## config.mk

```make
export PLATFORM = sky130hd
export DESIGN_NAME = bcd_updown_counter
export DESIGN_NICKNAME = d
export VERILOG_FILES = /design/src/rtl/bcd_cnt_pkg.sv /design/src/rtl/bcd_digit.sv /design/src/rtl/bcd_updown_counter.sv
export SDC_FILE = /design/constraint.sdc
export NUM_CORES = 1
export LEC_CHECK = 0
export CAP_MARGIN = 20
export CORE_MARGIN = 2
export CORE_UTILIZATION = 49
export DETAILED_ROUTE_END_ITERATION = 8
export GPL_TIMING_DRIVEN = 1
export PLACE_DENSITY = 0.88
export SLEW_MARGIN = 0
export SYNTH_ARGS = -nofsm -noshare
export SYNTH_HDL_FRONTEND = slang
export SYNTH_SLANG_ARGS = --single-unit
```

## constraint.sdc

```tcl
create_clock -name CLK -period 2.4 [get_ports CLK]
set_input_delay 0.48 -clock CLK [delete_from_list [all_inputs] [get_ports CLK]]
set_output_delay 0.48 -clock CLK [all_outputs]
set_load 0.02 [all_outputs]
```

## src/rtl/bcd_cnt_pkg.sv

```systemverilog
// Shared BCD constants and the load-value clamp used by the up/down counter.
package bcd_cnt_pkg;

  localparam int unsigned NIB_W   = 4;
  localparam logic [3:0]  BCD_MAX = 4'd9;
  localparam logic [3:0]  BCD_MIN = 4'd0;

  // Non-decimal nibbles (A..F) saturate to 9.
  function automatic logic [3:0] bcd_clamp(input logic [3:0] nibble);
    return (nibble > BCD_MAX) ? BCD_MAX : nibble;
  endfunction

endpackage

```

## src/rtl/bcd_digit.sv

```systemverilog
// One BCD digit: holds, loads a clamped nibble, or steps up/down with wrap.
module bcd_digit
  import bcd_cnt_pkg::*;
(
  input  logic       CLK,
  input  logic       RSTN,
  input  logic       EN,
  input  logic       LOAD,
  input  logic       UP,
  input  logic       step,
  input  logic [3:0] d_in,
  input  logic [3:0] rst_val,
  output logic [3:0] q,
  output logic       tc,
  output logic       clamped
);

  logic [3:0] q_cnt;
  logic [3:0] q_nxt;

  // Single-digit increment/decrement with 9<->0 wrap.
  always_comb begin
    q_cnt = q;
    if (UP) begin
      q_cnt = (q == BCD_MAX) ? BCD_MIN : 4'(q + 4'd1);
    end else begin
      q_cnt = (q == BCD_MIN) ? BCD_MAX : 4'(q - 4'd1);
    end
  end

  always_comb begin
    q_nxt = q;
    if (EN) begin
      if (!LOAD) begin
        q_nxt = bcd_clamp(d_in);
      end else if (step) begin
        q_nxt = q_cnt;
      end
    end
  end

  always_ff @(posedge CLK or negedge RSTN) begin
    if (!RSTN) begin
      q <= rst_val;
    end else begin
      q <= q_nxt;
    end
  end

  assign tc      = UP ? (q == BCD_MAX) : (q == BCD_MIN);
  assign clamped = (d_in > BCD_MAX);

endmodule

```

## src/rtl/bcd_updown_counter.sv

```systemverilog
// Multi-digit BCD up/down counter, modulo 10^DIGITS, with load clamp flag.
// Define BCD_CNT_SAT_EN to saturate at the terminal value instead of wrapping.
module bcd_updown_counter
  import bcd_cnt_pkg::*;
#(
  parameter  int unsigned         DIGITS  = 4,
  localparam int unsigned         W       = NIB_W * DIGITS,
  parameter  logic [W-1:0]        RST_VAL = '0
) (
  input  logic              CLK,
  input  logic              RSTN,
  input  logic              EN,
  input  logic              LOAD,
  input  logic              UP,
  input  logic [W-1:0]      DATA,
  output logic [W-1:0]      DOUT,
  output logic [DIGITS-1:0] DIG_TC,
  output logic              COUT,
  output logic              LOAD_ERR
);

  logic              sat_hold;
  logic [DIGITS-1:0] clamped;

  assign COUT = &DIG_TC;

`ifdef BCD_CNT_SAT_EN
  // At the terminal value in the current direction, freeze the whole chain.
  assign sat_hold = COUT;
`else
  assign sat_hold = 1'b0;
`endif

  for (genvar i = 0; i < int'(DIGITS); i++) begin : g_dig
    logic lower_tc;
    logic step;

    if (i == 0) begin : g_lsd
      assign lower_tc = 1'b1;
    end else begin : g_upper
      assign lower_tc = &DIG_TC[i-1:0];
    end

    assign step = EN & LOAD & lower_tc & ~sat_hold;

    bcd_digit u_digit (
      .CLK     (CLK),
      .RSTN    (RSTN),
      .EN      (EN),
      .LOAD    (LOAD),
      .UP      (UP),
      .step    (step),
      .d_in    (DATA[NIB_W*i +: NIB_W]),
      .rst_val (RST_VAL[NIB_W*i +: NIB_W]),
      .q       (DOUT[NIB_W*i +: NIB_W]),
      .tc      (DIG_TC[i]),
      .clamped (clamped[i])
    );
  end

  // Flags a load that clamped any digit; cleared by the next enabled count.
  always_ff @(posedge CLK or negedge RSTN) begin
    if (!RSTN) begin
      LOAD_ERR <= 1'b0;
    end else if (EN) begin
      LOAD_ERR <= ~LOAD & (|clamped);
    end
  end

endmodule
```

# After elaboration in Yosys (flattened, before gate mapping)
# Index checks and enable logic that the tools add are counted.
# Widths: inputs -> output; s select.
# word_totals
regBits,17
in_bits,21
out_inout_bits,22
elab_cells,71
# classes
add_sub_neg,8
order_cmp,4
eq_ne,8
n_mux,28
n_bitwise,6
n_reduce_logical,12
# ops
operator,count
$mux 4,24
$add 4x1->4 const B,4
$eq 4x4->1 const B,4
$gt 4x4->1 const B,4
$logic_not 4->1,4
$sub 4x1->4 const B,4
$reduce_and 2->1,5
$ne 2x1->1 const B,4
$and 1x1->1,5
$mux 1,4
$reduce_and 4->1,1
$reduce_or 4->1,1
$reduce_and 3->1,1
$not 1->1,1

# Depth between registers and ports, before layout
# logic_depth
word_depth,6
ltp_mapped,8
mapped_depth_nobuf,6

# Worst setup path after synthesis
# No wires, ideal clock.
# synth_timing
path_kind,input port to output port
from,input UP
to,output COUT
arrival_ns,2.195
setup_slack_ns,-0.275
stages,6
n_path_buf,3
path_cell_list,clkbuf_1 -> clkbuf_1 -> clkbuf_1 -> nand3_1 -> o21ai_0 -> nor4b_1
# synth_between
elab_chain_len,2
# synth_rtl
element,line,rtl
from (decl),bcd_updown_counter.sv:14,"input logic UP,"
$mux 1,bcd_digit.sv:50,assign tc = UP ? (q == BCD_MAX) : (q == BCD_MIN);
$reduce_and 4->1 *,bcd_updown_counter.sv:25,assign COUT = &DIG_TC;
to (decl),bcd_updown_counter.sv:18,"output logic COUT,"
# Every way passes the cells marked *; elsewhere a longest branch is shown, timed or not.

# Worst setup path in the final report
# Ends and elaborated chain as after synthesis.

==> impl_metrics.yaml <==
floorplan:
  die_y_um: 61.9
  fp-row-count: 21
  io_pins: 43
  dieArea_um2: 3840
  die_x_um: 61.9
  fp.coreArea_um2: 3280
  start_util_pct: 50.1
drt:
  drc_errors: 0
  wirelength_mm: 4.46
  drtIter0Drc: 136
  first_pass_iters: 4
  ant_nets: 0
  routedWlPerCell_um: 14.3
  num_vias: 1797
  via_per_inst: 5.74
grt:
  grt_start_max_net_pins: 23
  grt.overflow.total: 0
  grt_pass1_wl_mm: 7.20
  grt_util_all_layers_pct: 25.2
  antenna_found_initial: 0
  grt_pass1_vias: 1592
place:
  place_congestion: 0.896
  portBuffers: 42
  hpwlAfterDp_mm: 3.25
setup_path:
  slowest_stage: "or3_4"
  worst-path-max-fanout: 4
  worstPathArrival_ns: 1.93
  cp-start-kind: "input port"
  worstPathRequired_ns: 1.92
  crit_type: "in -> out"
  crit_chain: "clkdlybuf4s15_2 > or3_4 > a211oi_4 > nand3_4 > nor4b_4 > buf_4"
  critPathCaptureType: "output pin"
  max_stage_delay_ns: 0.41
cells_and_area:
  drive_gt1_share_pct: 19.5
  multiInputGateArea_um2: 1080
  antennaDiodeCount: 0
  area_delta_synth_final_pct: 37.8
  fill_cells: 274
  final-seq-area_um2: 427
  final_util_pct: 69.0
  final_net_count: 289
timing:
  rsz0062_at_grt: "true"
  setup-violations-final: 1
  max_freq_mhz: 414
  fin_crit_sh_pct: 101
  hold_viol: 0
  finClkSkew_ns: 0.0187
  holdWs_ns: 0.502
  fin_crit_ns: 2.41
  layout_setup_ws_ns: -0.0137
  slew_violations: 0
  timing.slew.headroom_pct: 71.8
  tightest_slew_ns: 0.419
run_status:
  status: "complete, but fails checks"
  violations: "negative setup slack"
pwr:
  p_leak_nw: 0.916
  power.density_nw_per_um2: 574
  ir_drop_v: 0.000389
synth:
  yosysMostFrequentCell: "nor2_1"
  synth-edff-count: 0
  ys_ff_latch: 17
  synthCells: 217
  synth.avg_cell_area_um2: 7.58
  synthFlopType: "dfrtp_1"
  synth-warning-count: 0
  synth_top_area_share_pct: 25.9
  synth_top_cells_by_count: "nor2_1, o21ai_0, dfrtp_1, clkbuf_1, nand2_1"
  synth_fp_nets: 238
  synth_cell_types: 58
  synth_area_um2: 1650
  ys_async_sr_fraction_pct: 100
  synth_seq_area_share_pct: 25.9
  synth_area_leaders: "dfrtp_1, o21ai_0, nor2_1, mux2i_1, nand3_1"
  synth_top_cell_by_area: "dfrtp_1"
cts:
  numClockSinks: 17
  cts_made_buffers: 3
  clockBufferDepth: 2
  hold_buffers: 0
  clkLatencyLatePin_ns: 0.30
  cts_tree: "yes"
  htree_levels: 1
  cts_root_buf: "clkbuf_4"
  cts.clk_slew.worst_paths_ns: 0.11
run:
  drv_cap: 0
min_path:
  hold_class: "in -> async"
[critical path: cells and delay by family]
family	cells	cell delay [ns]
buffers and inverters	2	0.39
and+or+nand+nor	3	0.74
AOI/OAI and AO/OA	1	0.31
[registers in the layout (all words and copies together) (netlist names)]
| register | count |
|---|---|
| g_dig.u_digit.q | 16 |
| LOAD_ERR | 1 |
[logic make-up after synthesis]
kind of cell	synth area share, %
AOI/OAI and AO/OA	28.7
muxes	5.70
DFF	25.9
and+or+nand+nor	26.4
buffers and inverters	10.1
xor gates and xnor gates	3.19
[final timing paths]
kind                            slack [ns]                              start                                end  cells past startpoint
worst max-delay path                 -0.01                                 UP                               COUT                      6
worst min-delay path                  0.50                               RSTN  g_dig[3].u_digit.q[1]$_DFFE_PN0P_                      2
worst max register to register        0.25  g_dig[1].u_digit.q[3]$_DFFE_PN0P_  g_dig[3].u_digit.q[3]$_DFFE_PN0P_                      6
worst min register to register        0.52               LOAD_ERR$_DFFE_PN0P_               LOAD_ERR$_DFFE_PN0P_                      1
max in group asynchronous             1.68                               RSTN  g_dig[0].u_digit.q[3]$_DFFE_PN0P_                      2
min in group CLK                      0.52               LOAD_ERR$_DFFE_PN0P_               LOAD_ERR$_DFFE_PN0P_                      1
[what timing repair did]
| action | CTS | global route |
|---|---|---|
| resized for setup | 17 | 9 |
| setup buffers | 4 | 1 |
| endpoints found under the setup margin | 6 | 5 |
| pin swaps | 2 | 1 |
[final cells by class]
cell class	count	area share, %
tap	46	2.54
clock buffer	4	1.16
inverter	10	1.66
multi-input combinational	164	47.6
timing repair buffer	72	28.3
sequential	17	18.8
[routing by layer]
metal | track usage [%] | routed length (um) | up-vias | share of wire [%]
li1 | - | - | 888 | -
met1 | 32.7 | 1880 | 826 | 42
met2 | 42.1 | 2240 | 77 | 50
met3 | 5.59 | 289 | 6 | 6.5
met4 | 6.69 | 54 | 0 | 1.2
met5 | 0 | 0 | - | 0
[cell usage in the layout, fill, tap and decap left out, types with 3 or more instances in the layout]
master,synthesis,routed
mux2_2,3,3
a31oi_1,6,6
xnor2_1,5,5
mux2i_1,6,6
nor3_1,4,4
nor2_1,22,22
buf_4,5,29
inv_1,9,9
clkdlybuf4s50_1,0,36
a211oi_1,3,3
nand2_1,16,16
nand3_1,12,12
a21oi_1,8,8
clkbuf_4,0,3
dfrtp_1,17,16
nor3b_1,3,3
nand2b_1,6,6
o21ai_0,21,20
[per-stage QoR]
step           power (mW)  cell area, um^2  setup TNS, ns  std cells  setup slack (ns)
5_1_grt              1.40             2270        -0.0988        313           -0.0988
6_report             1.30             2270        -0.0137        313           -0.0137
3_5_place_dp         1.13             2190          -3.76        304            -0.732
4_1_cts              1.29             2250              0        312           0.00347
2_1_floorplan       0.852             1650              0        217           0.00541
3_3_place_gp         1.11             2190          -3.53        304            -0.713
[power by group]
part | switching, mW | internal (mW) | total [mW]
clock network | 0.0949 | 0.0647 | 0.160
registers | 0.0573 | 0.336 | 0.393
logic | 0.386 | 0.363 | 0.749
total | 0.538 | 0.764 | 1.30
Note: power is estimated with default switching activity, not from simulation.
